## config.mk

```make
export PLATFORM = sky130hd
export DESIGN_NAME = bridge_tx
export DESIGN_NICKNAME = d
export VERILOG_FILES = /design/src/rtl/bridge_tx.sv
export SDC_FILE = /design/constraint.sdc
export NUM_CORES = 1
export LEC_CHECK = 0
export BUFFER_PORTS_ARGS = -buffer_cell sky130_fd_sc_hd__buf_2
export CAP_MARGIN = 20
export CORE_AREA = 2 2 111 113
export CTS_BUF_LIST = sky130_fd_sc_hd__clkbuf_16
export CTS_CLUSTER_SIZE = 24
export DETAILED_ROUTE_END_ITERATION = 10
export DIE_AREA = 0 0 113 115
export GPL_TIMING_DRIVEN = 0
export PLACE_DENSITY_LB_ADDON = 0.25
export RECOVER_POWER = 100
export SLEW_MARGIN = 10
export SYNTH_ARGS = -nofsm -noshare
export SYNTH_HDL_FRONTEND = slang
export SYNTH_SLANG_ARGS = --single-unit
export TNS_END_PERCENT = 10
```

## constraint.sdc

```tcl
create_clock -name clk -period 3.9 [get_ports clk]
set_clock_uncertainty 0.05 [all_clocks]
set_input_delay 0.585 -clock clk [delete_from_list [all_inputs] [get_ports clk]]
set_output_delay 0.585 -clock clk [all_outputs]
set_load 0.02 [all_outputs]
```

## src/rtl/bridge_tx.sv

```systemverilog
// ============================================================================
//  Module   : bridge_tx
//  Purpose  : Turns bus read responses into "M<hhhh>\r\n" bytes for the UART.
//  Revision : 1.0  initial release
// ============================================================================
`default_nettype none

module bridge_tx #(
  parameter int FIFO_DEPTH = 8
) (
  input  logic        clk,
  input  logic        rst_n,
  input  logic [15:0] addr_i,
  input  logic [15:0] wdata_i,
  input  logic [15:0] rdata_i,
  input  logic        rw_i,
  input  logic        valid_i,
  output logic [7:0]  tx_data_o,
  output logic        tx_valid_o,
  input  logic        tx_ready_i,
  output logic        overflow_o
);

  localparam int AW = $clog2(FIFO_DEPTH);
  localparam int CW = AW + 1;

  localparam logic [0:0] ST_IDLE = 1'b0;
  localparam logic [0:0] ST_SEND = 1'b1;

  logic [15:0]   mem_q [FIFO_DEPTH];
  logic [AW-1:0] wr_ptr_q, wr_ptr_d, rd_ptr_q, rd_ptr_d;
  logic [CW-1:0] count_q, count_d;
  logic          ovf_q, ovf_d;
  logic [0:0]    state_q, state_d;
  logic [15:0]   sh_q, sh_d;
  logic [2:0]    idx_q, idx_d;
  logic [7:0]    tx_data_q, tx_data_d;
  logic          tx_valid_q, tx_valid_d;

  logic w_full, w_push_req, w_push, w_pop, w_hs;
  logic unused_bus;

  // Address and write data are carried on the bus but not needed here.
  assign unused_bus = ^{addr_i, wdata_i};

  function automatic logic [7:0] hex_ascii(input logic [3:0] n);
    return (n < 4'd10) ? (8'h30 + {4'h0, n}) : (8'h37 + {4'h0, n});
  endfunction

  assign w_full     = (count_q == CW'(FIFO_DEPTH));
  assign w_push_req = valid_i && !rw_i;
  assign w_pop      = (state_q == ST_IDLE) && (count_q != '0);
  // A pop in the same cycle frees the slot the push lands in.
  assign w_push     = w_push_req && (!w_full || w_pop);
  assign w_hs       = tx_valid_q && tx_ready_i;

  always_comb begin
    wr_ptr_d = wr_ptr_q;
    rd_ptr_d = rd_ptr_q;
    count_d  = count_q;
    ovf_d    = ovf_q;
    if (w_push) wr_ptr_d = wr_ptr_q + AW'(1);
    if (w_pop)  rd_ptr_d = rd_ptr_q + AW'(1);
    if (w_push_req && !w_push) ovf_d = 1'b1;
    case ({w_push, w_pop})
      2'b10:   count_d = count_q + CW'(1);
      2'b01:   count_d = count_q - CW'(1);
      default: count_d = count_q;
    endcase
  end

  always_ff @(posedge clk) begin
    if (w_push) mem_q[wr_ptr_q] <= rdata_i;
  end

  always_ff @(posedge clk) begin
    if (!rst_n) state_q <= ST_IDLE;
    else        state_q <= state_d;
  end

  always_comb begin
    state_d = state_q;
    case (state_q)
      ST_IDLE: if (w_pop) state_d = ST_SEND;
      ST_SEND: if (w_hs && idx_q == 3'd6) state_d = ST_IDLE;
      default: state_d = ST_IDLE;
    endcase
  end

  // Next-byte values are computed here and registered so the UART never sees
  // a combinational path from tx_ready_i.
  always_comb begin
    tx_valid_d = tx_valid_q;
    tx_data_d  = tx_data_q;
    sh_d       = sh_q;
    idx_d      = idx_q;
    case (state_q)
      ST_IDLE: begin
        tx_valid_d = 1'b0;
        if (w_pop) begin
          sh_d       = mem_q[rd_ptr_q];
          idx_d      = 3'd0;
          tx_data_d  = 8'h4D;
          tx_valid_d = 1'b1;
        end
      end
      ST_SEND: begin
        if (w_hs) begin
          idx_d = idx_q + 3'd1;
          case (idx_q)
            3'd0, 3'd1, 3'd2, 3'd3: begin
              tx_data_d = hex_ascii(sh_q[15:12]);
              sh_d      = {sh_q[11:0], 4'h0};
            end
            3'd4:    tx_data_d = 8'h0D;
            3'd5:    tx_data_d = 8'h0A;
            default: begin
              tx_valid_d = 1'b0;
              idx_d      = 3'd0;
            end
          endcase
        end
      end
      default: tx_valid_d = 1'b0;
    endcase
  end

  always_ff @(posedge clk) begin
    if (!rst_n) begin
      wr_ptr_q   <= '0;
      rd_ptr_q   <= '0;
      count_q    <= '0;
      ovf_q      <= 1'b0;
      sh_q       <= '0;
      idx_q      <= 3'd0;
      tx_data_q  <= 8'h00;
      tx_valid_q <= 1'b0;
    end else begin
      wr_ptr_q   <= wr_ptr_d;
      rd_ptr_q   <= rd_ptr_d;
      count_q    <= count_d;
      ovf_q      <= ovf_d;
      sh_q       <= sh_d;
      idx_q      <= idx_d;
      tx_data_q  <= tx_data_d;
      tx_valid_q <= tx_valid_d;
    end
  end

  assign tx_data_o  = tx_data_q;
  assign tx_valid_o = tx_valid_q;
  assign overflow_o = ovf_q;

endmodule

`default_nettype wire

```

## Yosys cells after proc, flatten, opt, wreduce, memory -nomap -nowiden

Memories as Yosys holds them, arrays and structs flattened. A register that Yosys moved wholly into a read port is not among the register bits.
Index checks and enable logic that the tools add are counted.

| word-level totals | value |
|---|---|
| register bits | 40 |
| logic and storage cells | 76 |
| memory bits (writable) | 128 |
| output and inout bits | 10 |
| input bits | 53 |
| memories kept | 1 |

| cells by class | value |
|---|---|
| eq/ne operators | 14 |
| mux-type cells | 24 |
| add/subtract/negate cells | 7 |
| reduce and logical (&&, ||, !) cells | 19 |
| $lt $le $gt $ge | 1 |
| bitwise gates (word level) | 1 |

Memory list:

| memory | words | width | read ports | clocked after memory_dff | write ports | RTL line | text |
|---|---|---|---|---|---|---|---|
| mem_q | 8 | 16 | 1 | 1 | 1 | 30 | `logic [15:0] mem_q [FIFO_DEPTH];` |

Operator list:

| operator | count |
|---|---|
| 16-bit 2-to-1 mux | 3 |
| 16-bit one-hot mux with 2 select lines | 1 |
| 8-bit one-hot mux with 3 select lines | 1 |
| 8-bit 2-to-1 mux | 2 |
| 8-bit one-hot mux with 2 select lines | 1 |
| 3-bit 2-to-1 mux | 5 |
| 6-bit by 4-bit adder with 7-bit output (first input constant) | 2 |
| 3-bit by 1-bit adder with 3-bit output (second input constant) | 3 |
| 3-bit == test (second input constant) | 3 |
| 4-bit one-hot mux with 2 select lines | 1 |
| 7-bit 2-to-1 mux | 1 |
| 3-bit by 2-bit == test with 1-bit output (second input constant) | 2 |
| 1-bit logical AND | 6 |
| 1-bit 2-to-1 mux | 6 |
| 3-bit one-hot mux with 2 select lines | 1 |
| 3-bit AND reduction | 2 |
| 6-bit OR reduction | 1 |
| 4-bit by 1-bit adder with 4-bit output (second input constant) | 1 |
| 4-bit == test (second input constant) | 1 |
| 4-bit < comparator (second input constant) | 1 |
| 2-bit by 1-bit != test with 1-bit output (second input constant) | 2 |
| 2-bit != test (second input constant) | 2 |
| 4-bit by 1-bit != test with 1-bit output (second input constant) | 1 |
| 1-bit one-hot mux with 2 select lines | 2 |
| 12 further kinds | 15 |

## Depth between registers and ports, before layout

Gate-level depths: netlist of run 1.

| depth | value |
|---|---|
| word-level depth | 6 |
| depth in mapped cells | 10 |
| depth with buffers taken out | 9 |

## Worst setup path after synthesis of run 1

OpenSTA, ideal clock, no wires.

| timing path | value |
|---|---|
| kind | input port to flip-flop |
| start | input port valid_i |
| end | memory mem_q[0][0], enable pin |
| data arrival time | 2.497 ns |
| setup time | 0.430 ns |
| cell stages on the path | 3 |
| path buffers | 0 |
| setup slack | 0.923 ns |
| required time | 3.420 ns |
| cell sequence | nor2b_1 o21ai_2 nor4_1 |

| on the way | value |
|---|---|
| longest elaborated chain between the ends | 4 |

RTL lines:

| what | RTL line | text |
|---|---|---|
| from (decl) | 17 | `input logic valid_i,` |
| 1-bit logical AND | 51 | `assign w_push_req = valid_i && !rw_i;` |
| 1-bit logical AND | 54 | `assign w_push = w_push_req && (!w_full \|\| w_pop);` |
| 1-bit 2-to-1 mux | 73 | `if (w_push) mem_q[wr_ptr_q] <= rdata_i;` |
| 1-bit 2-to-1 mux (implied by the code) | 73 |  |
| to (decl) | 30 |  |

Every way passes these cells.

## Worst setup path after layout of run 1

| timing path | value |
|---|---|
| start | register count_q[1] |
| end | memory mem_q[2][5], enable pin |

| on the way | value |
|---|---|
| longest elaborated chain between the ends | 6 |
| elaborated cells on any way between the ends | 8 |
| classes of those cells | eq/ne: 1; mux: 2; reduce/logical: 5 |

RTL lines:

| what | RTL line | text |
|---|---|---|
| from (decl) | 32 | `logic [CW-1:0] count_q, count_d;` |
| from (signal assigned) | 141 | `count_q <= count_d;` |
| 4-bit == test or 4-bit nonzero test (tied branches) | 50, 52 |  |
| 1-bit logical NOT or 1-bit logical AND (tied branches) | 54, 52 |  |
| 1-bit logical OR (*) | 54 |  |
| 1-bit logical AND (*) | 54 |  |
| 1-bit 2-to-1 mux (*) | 73 |  |
| 1-bit 2-to-1 mux (implied by the code) (*) | 73 |  |

Every way passes the cells marked *; elsewhere a longest branch is shown, timed or not.

==> results.json, run 1 <==
{
  "grtUsageTotal_pct": 21.7,
  "post-route-period-util_pct": 76.4,
  "drive_above_1_share_pct": 15.9,
  "arrival_ns": 3.04,
  "synth_area_leaders": "edfxtp_1 56%, dfxtp_1 12%, mux4_2 11%",
  "n_antenna_cell": 0,
  "powerDensity_nw_per_um2": 664,
  "yosys_warnings": 0,
  "fin_crit_ns": 2.98,
  "tns_ns": 0,
  "met1Wirelength_um": 5650,
  "hold_path_class": "reg2reg",
  "ys.flop_type": "edfxtp_1",
  "wl_per_cell_um": 20.4,
  "place_congestion": 0.793,
  "synth_fp_nets": 484,
  "num_rows": 40,
  "synth_most_common_cell": "edfxtp_1",
  "clockBufferDepth": 2,
  "ys_types": 57,
  "dr_wl_met2_um": 6590,
  "dieArea_um2": 13000,
  "cts-buffers-inserted": 17,
  "htree_levels": 4,
  "area_growth_pct": 12.4,
  "clk_latency_ns": 0.42,
  "final_util_pct": 65.0,
  "crit_type": "reg2reg",
  "ctsResizeCount": 0,
  "clkTransAtPathRegs_ns": 0.06,
  "synth_cells": 420,
  "io_buffers": 28,
  "crit_fanout": 9,
  "netlist_area_um2": 6830,
  "antenna_found_initial": 0,
  "top_layer_used": "met4",
  "grt_max_degree": 17,
  "failed_checks": "design-rule violations, max-capacitance violations, max-slew violations",
  "via_count": 3751,
  "grt_pass1_vias": 3910,
  "die_w_um": 113,
  "relSlewSlack_pct": -2.80,
  "cts_tree": "built",
  "nets": 543,
  "synth_top_area_share_pct": 56.3,
  "drc": 2,
  "drt_first_pass_iters": 8,
  "start_util_pct": 57.8,
  "die_y_um": 115,
  "postCtsHoldBufs": 0,
  "outcome": "finished, violations left",
  "dp.final_hpwl_um": 8900,
  "drtAntennaViolNets": 0,
  "rsz0062_at_grt": "no",
  "drv_cap": 1,
  "cts_setup_buffers": 0,
  "finalSetupViolations": 0,
  "ys_seq_area_share_pct": 68.6,
  "met3_length_um": 617,
  "cts_root_buf": "clkbuf_16",
  "syn_avg_cell_area_um2": 16.3,
  "end_kind": "flip-flop",
  "synth_top_cells_by_count": "128 x edfxtp_1, 42 x dfxtp_1, 32 x mux4_2",
  "tightestPinTransition_ns": 1.53,
  "synth_edf_count": 128,
  "drtIter0Drc": 365,
  "total_power_w": 0.00510,
  "start_kind": "flip-flop",
  "finalHoldViolCount": 0,
  "whs_ns": 0.412,
  "yosysTopAreaCell": "edfxtp_1",
  "fmax_mhz": 336,
  "clock-sinks": 170,
  "critPathRequiredTime_ns": 3.96,
  "drv_slew": 9,
  "grt_overflow": 0,
  "grt_pass1_wl_um": 20700,
  "ir_drop_mv": 0.769,
  "core_um2": 11800,
  "vias_per_cell": 5.87,
  "async_flop_share_pct": 0,
  "routed_wl_um": 13000,
  "leakagePower_nw": 2.55,
  "synth_seq_cells": 170,
  "io_pins": 63
}
cells in the final DEF (no fill, tap or decap), types with 6 or more instances in the layout:
master,instances
edfxtp_1,128
clkbuf_1,46
dfxtp_1,42
mux4_2,32
inv_1,24
nand2_1,22
clkbuf_16,17
o21ai_0,15
a21oi_1,15
o22ai_1,12
a22o_1,12
ha_1,10
nor2_1,9
a21boi_0,9
xnor2_1,7
buf_2,7
nor3_1,6
registers in the layout, indices dropped and copies added (netlist names), named ones only:
signal and flops:
count_q 4, idx_q 3, mem_q 128, overflow_o 1
rd_ptr_q 3, sh_q 16, state_q 1, tx_data_o 7
tx_valid_o 1, wr_ptr_q 3
per-stage QoR:
| step | cells | worst slack, ns | area [um^2] |
|---|---|---|---|
| after floorplan | 420 | 0.923 | 6830 |
| after global placement | 595 | -0.833 | 7150 |
| after detailed placement | 607 | 1.32 | 7300 |
| after CTS | 639 | 1.44 | 7840 |
| after global routing | 639 | 0.714 | 7680 |
| final | 639 | 0.920 | 7680 |
kinds of logic after synthesis:
kind of cell | count (synthesis) | share of synthesized area (%)
flops | 170 | 68.6
buf+inv | 42 | 3.10
xor+xnor | 8 | 1.03
fa+ha+maj | 11 | 2.13
compound gates | 80 | 8.34
simple gates | 71 | 5.46
mux | 37 | 11.3
other cells | 1 | 0.0549
power breakdown:
part	internal [W]	switching, W
registers	0.00213	0.000123
clock network	0.000865	0.000651
logic	0.000561	0.000768
total	0.00356	0.00154
per-layer routing:
metal | vias up | GRT usage, %
met4 | 0 | 7.80
met1 | 1892 | 28.1
li1 | 1750 | -
met3 | 17 | 5.80
met2 | 92 | 36.0
met5 | - | 0
worst max-delay path: stages (launching register included):
cell and delay (ns):
dfxtp_1 0.43, or3_1 0.20, o21ai_0 0.31, nor3_1 1.29
buf_4 0.39
final timing paths:
kind                    from           to  slack [ns]  depth (start not counted)
setup / recovery  count_q[1]  mem_q[2][5]        0.92                          4
hold / removal       sh_q[3]      sh_q[3]        0.41                          2
setup reg to reg  count_q[1]  mem_q[2][5]        0.92                          4
hold reg to reg      sh_q[3]      sh_q[3]        0.41                          2
final cells by class:
type / count / area [um^2]
clock buffer: 17 / 425
fill: 847 / 4140
tap: 147 / 184
inverter: 21 / 78.8
multi-input combinational: 208 / 1900
timing repair buffer: 40 / 161
buffer: 21 / 124
sequential: 170 / 4680
clock inverter: 15 / 115
(Power assumes the default switching activity.)
==> run 2, diff against run 1 <==
CORE_AREA = 2 2 117 119   (was 2 2 111 113)
DIE_AREA = 0 0 119 121   (was 0 0 113 115)
clock period = 2.5 ns   (was 3.9 ns; I/O delays follow)
==> run 2 against run 1 <==
The flow now finishes without violations. First-iteration DRC count decreased by 36%. Cell count increased by 4.5%. Via count is 1.3% lower. Combinational power increased by 62%. Sequential power is 56% higher. Non-clock buffer count unchanged. Die area increased by 11%. Utilization down 5.2 points. Critical endpoint is now count_q[3].
==> results.json, run 2 (synthesized netlist as in run 1, its figures left out) <==
{
  "clk_latency_ns": 0.42,
  "mostFrequentLayoutCell": "edfxtp_1",
  "drc": 0,
  "vias_per_cell": 5.54,
  "die_w_um": 119,
  "grt_max_degree": 17,
  "relSlewSlack_pct": 47.5,
  "nets": 543,
  "leakagePower_nw": 2.63,
  "cts-buffers-inserted": 17,
  "via_count": 3701,
  "rsz0062_at_grt": "no",
  "clock-sinks": 170,
  "finalSetupViolations": 0,
  "num_rows": 42,
  "dp.final_hpwl_um": 8690,
  "clockBufferDepth": 2,
  "tightestPinTransition_ns": 0.787,
  "area_growth_pct": 14.7,
  "ir_drop_mv": 0.734,
  "io_buffers": 28,
  "dieArea_um2": 14400,
  "powerDensity_nw_per_um2": 1060,
  "crit_fanout": 5,
  "drv_cap": 0,
  "drtAntennaViolNets": 0,
  "drv_slew": 0,
  "start_util_pct": 52.2,
  "fin_crit_ns": 2.37,
  "routed_wl_um": 13000,
  "cts_tree": "built",
  "grt_pass1_vias": 3802,
  "post-route-period-util_pct": 95.0,
  "drive_above_1_share_pct": 19.1,
  "final_util_pct": 59.8,
  "cts_setup_buffers": 0,
  "total_power_w": 0.00827,
  "n_antenna_cell": 0,
  "core_um2": 13100,
  "tns_ns": 0,
  "end_kind": "flip-flop",
  "antenna_found_initial": 0,
  "dp_slack_ns": 0.105,
  "critPathRequiredTime_ns": 2.76,
  "crit_type": "reg2reg",
  "setup_ws_ns": 0.126,
  "mostFrequentLayoutCells": "128 x edfxtp_1, 42 x dfxtp_1, 36 x clkbuf_1",
  "wl_per_cell_um": 19.5,
  "io_pins": 63,
  "outcome": "complete, no violations",
  "hold_path_class": "in2reg",
  "die_y_um": 121,
  "arrival_ns": 2.64,
  "cts_root_buf": "clkbuf_16",
  "grt_pass1_wl_um": 20900,
  "htree_levels": 4,
  "grt_overflow": 0,
  "start_kind": "flip-flop",
  "largest_reg_flops": 128,
  "top_register": "mem_q",
  "place_congestion": 0.784,
  "finalHoldViolCount": 0,
  "whs_ns": 0.217,
  "fmax_mhz": 421,
  "grtUsageTotal_pct": 19.8,
  "drt_first_pass_iters": 4,
  "drtIter0Drc": 235,
  "clkTransAtPathRegs_ns": 0.07
}
## run 2: cell types whose count changed in the layout (fill, tap and decap cells not counted), sizes merged
| cell | change |
|---|---|
| clkinv | -2 |
| inv | +5 |
| bufinv | +1 |
| buf | +2 |
| clkbuf | -2 |
| clkinvlp | -4 |
## run 2: worst paths after layout
kind	slack (ns)	startpoint	cells after the start	to
max	0.13	count_q[0]	9	count_q[3]
min	0.22	rst_n	2	idx_q[2]
max reg2reg	0.13	count_q[0]	9	count_q[3]
min reg2reg	0.42	sh_q[3]	2	sh_q[3]
## run 2: final cells by class
| cell class | count | area (um^2) |
|---|---|---|
| buffer | 21 | 125 |
| clock buffer | 17 | 425 |
| clock inverter | 15 | 164 |
| fill | 1012 | 5260 |
| inverter | 21 | 78.8 |
| multi-input combinational | 208 | 1940 |
| sequential | 170 | 4680 |
| tap | 176 | 220 |
| timing repair buffer | 40 | 195 |
## run 2: metal layers
| metal | part of all wire (%) | track usage [%] | wire length, um | up-vias |
|---|---|---|---|---|
| met4 | 1.5 | 6.70 | 193 | 0 |
| met1 | 44 | 25.7 | 5680 | 1857 |
| met2 | 51 | 32.7 | 6660 | 81 |
| met3 | 3.7 | 5.26 | 482 | 14 |
| met5 | 0 | 0 | 0 | - |
| li1 | - | - | - | 1749 |
## run 2: timing repair
action | 4_1_cts | 5_1_grt
hold buffers | 0 | 0
hold endpoints to repair | 0 | 0
endpoints found under the setup margin | 0 | 1
gates resized for setup | 0 | 1
## run 2: through the flow
stage,std cells,instance area [um^2]
finish,668,7830
CTS,668,7960
detailed placement,636,7370
global route,668,7830
global placement,624,7190
floorplan,420,6830
## run 2: where the power goes
part / internal (W) / leakage, nW / total, W / switching, W
Clock: 0.00150 / 0.297 / 0.00261 / 0.00111
Combinational: 0.000910 / 0.836 / 0.00215 / 0.00124
Sequential: 0.00332 / 1.50 / 0.00352 / 0.000199
## run 2: critical path: stages, from the launching register on
cell,delay [ns]
dfxtp_1,0.36
or4_4,0.57
nand3_2,0.14
inv_1,0.07
ha_1,0.27
a21o_1,0.18
a21oi_1,0.17
mux2i_1,0.25
xnor2_1,0.14
nor2b_1,0.06
==> run 3, diff against run 2 <==
CORE_AREA = 2 2 130 107   (was 2 2 117 119)
DIE_AREA = 0 0 132 109   (was 0 0 119 121)
==> run 3 against run 2 <==
Final area increased by 0.35%. Utilization shrank 0.18 points. Sequential power hardly changed. Clock power barely moved. Cell count grew 0.60%. Non-clock buffer count unchanged. Sequential share of layout area decreased by 0.21 points. Highest routed layer unchanged. Critical path type unchanged. Total power is 0.63% higher. Register-to-register slack hardly changed.
==> results.json, run 3 (synthesized netlist as in run 1, its figures left out) <==
{
  "cts-buffers-inserted": 17,
  "outcome": "complete, no violations",
  "post-route-period-util_pct": 95.2,
  "grt_pass1_wl_um": 21200,
  "routed_wl_um": 13700,
  "vias_per_cell": 5.72,
  "antenna_found_initial": 0,
  "num_rows": 38,
  "clkTransAtPathRegs_ns": 0.06,
  "cts_root_buf": "clkbuf_16",
  "finalSetupViolations": 0,
  "p_seq_share_pct": 42.3,
  "relSlewSlack_pct": 41.0,
  "place_congestion": 0.779,
  "fmax_mhz": 420,
  "switchingPower_w": 0.00252,
  "arrival_ns": 2.44,
  "tightestPinTransition_ns": 0.877,
  "nets": 543,
  "drt_first_pass_iters": 5,
  "grt_overflow": 0,
  "clockBufferDepth": 2,
  "combPwrFrac_pct": 26.0,
  "n_antenna_cell": 0,
  "dp_slack_ns": 0.0846,
  "rsz0062_at_grt": "no",
  "area_growth_pct": 15.1,
  "postCtsHoldBufs": 0,
  "mostFrequentLayoutCells": "128 x edfxtp_1, 42 x dfxtp_1, 37 x clkbuf_1",
  "io_buffers": 28,
  "drv_cap": 0,
  "setup_ws_ns": 0.119,
  "clockPowerShare_pct": 31.6,
  "clock-sinks": 170,
  "top_register": "mem_q",
  "clk_latency_ns": 0.43,
  "grtUsageTotal_pct": 20.4,
  "ff2ff_setup_slack_ns": 0.12,
  "drtIter0Drc": 391,
  "powerDensity_nw_per_um2": 1060,
  "start_util_pct": 51.8,
  "intPower_w": 0.00581,
  "hold_path_class": "in2reg",
  "via_count": 3846,
  "cts_setup_buffers": 0,
  "largest_reg_flops": 128,
  "switching_share_pct": 30.2,
  "crit_fanout": 8,
  "io_pins": 63,
  "drv_slew": 0,
  "die_y_um": 109,
  "grt_pass1_vias": 3765,
  "htree_levels": 4,
  "final.fill_count": 1014,
  "die_w_um": 132,
  "core_um2": 13200,
  "end_kind": "flip-flop",
  "ir_drop_mv": 0.670,
  "wl_per_cell_um": 20.5,
  "crit_type": "reg2reg",
  "dieArea_um2": 14400,
  "finalHoldViolCount": 0,
  "dp.final_hpwl_um": 9190,
  "cts_tree": "built",
  "leakagePower_nw": 2.62,
  "ctsResizeCount": 0,
  "mostFrequentLayoutCell": "edfxtp_1",
  "critPathRequiredTime_ns": 2.55,
  "total_power_w": 0.00833,
  "start_kind": "flip-flop",
  "drive_above_1_share_pct": 20.5,
  "grt_max_degree": 17,
  "drtAntennaViolNets": 0,
  "fin_crit_ns": 2.38,
  "drc": 0
}
## run 3: critical path, stage by stage, from the launching register on
cell     delay [ns]
dfxtp_1        0.44
or3_1          0.22
o21a_1         0.20
nand2_1        0.16
nor3_2         0.48
buf_6          0.21
buf_2          0.28
## run 3: per-layer routing
metal,track usage [%],vias up,share of wire (%),wire length (um)
met5,0,-,0,0
met4,7.76,0,1.8,248
met3,4.32,18,5.3,733
met2,31.2,112,46,6370
met1,29.3,1960,46,6390
li1,-,1756,-,-
## run 3: area by class of cell
cell class                      count  area [um^2]  share of cell area (%)
Clock inverter                     15          175                    2.23
Buffer                             21          133                    1.69
Clock buffer                       17          425                    5.41
Inverter                           21         78.8                    1.00
Timing Repair Buffer               40          184                    2.34
Tap cell                          180          225                    2.87
Multi-Input combinational cell    208         1950                    24.8
Sequential cell                   170         4680                    59.6
## run 3: path summary, 6_finish.rpt
path	from	to	cells after the start
worst min-delay path	rst_n	idx_q[0]	2
worst max register to register	count_q[1]	mem_q[4][2]	6
worst max-delay path	count_q[1]	mem_q[4][2]	6
worst min register to register	overflow_o	overflow_o	1
## run 3: power groups by stage
stage / registers (W) / clock network (W) / logic, W
after global placement: 0.00357 / 0 / 0.00216
after global routing: 0.00356 / 0.00278 / 0.00241
after CTS: 0.00352 / 0.00268 / 0.00224
final: 0.00352 / 0.00263 / 0.00217
after floorplan: 0.00359 / 0 / 0.00161
after detailed placement: 0.00358 / 0 / 0.00222
## run 3: metrics by stage
stage / instances / hold slack (ns) / TNS (ns) / utilization (%) / cell area (um^2)
5_1_grt: 672 / 0.196 / 0 / 59.7 / 7860
3_5_place_dp: 640 / 0.406 / 0 / 56.0 / 7370
6_report: 672 / 0.208 / 0 / 59.7 / 7860
3_3_place_gp: 628 / 0.394 / -114.89 / 54.7 / 7200
2_1_floorplan: 420 / 0.375 / 0 / - / 6830
4_1_cts: 672 / 0.148 / 0 / 60.5 / 7970
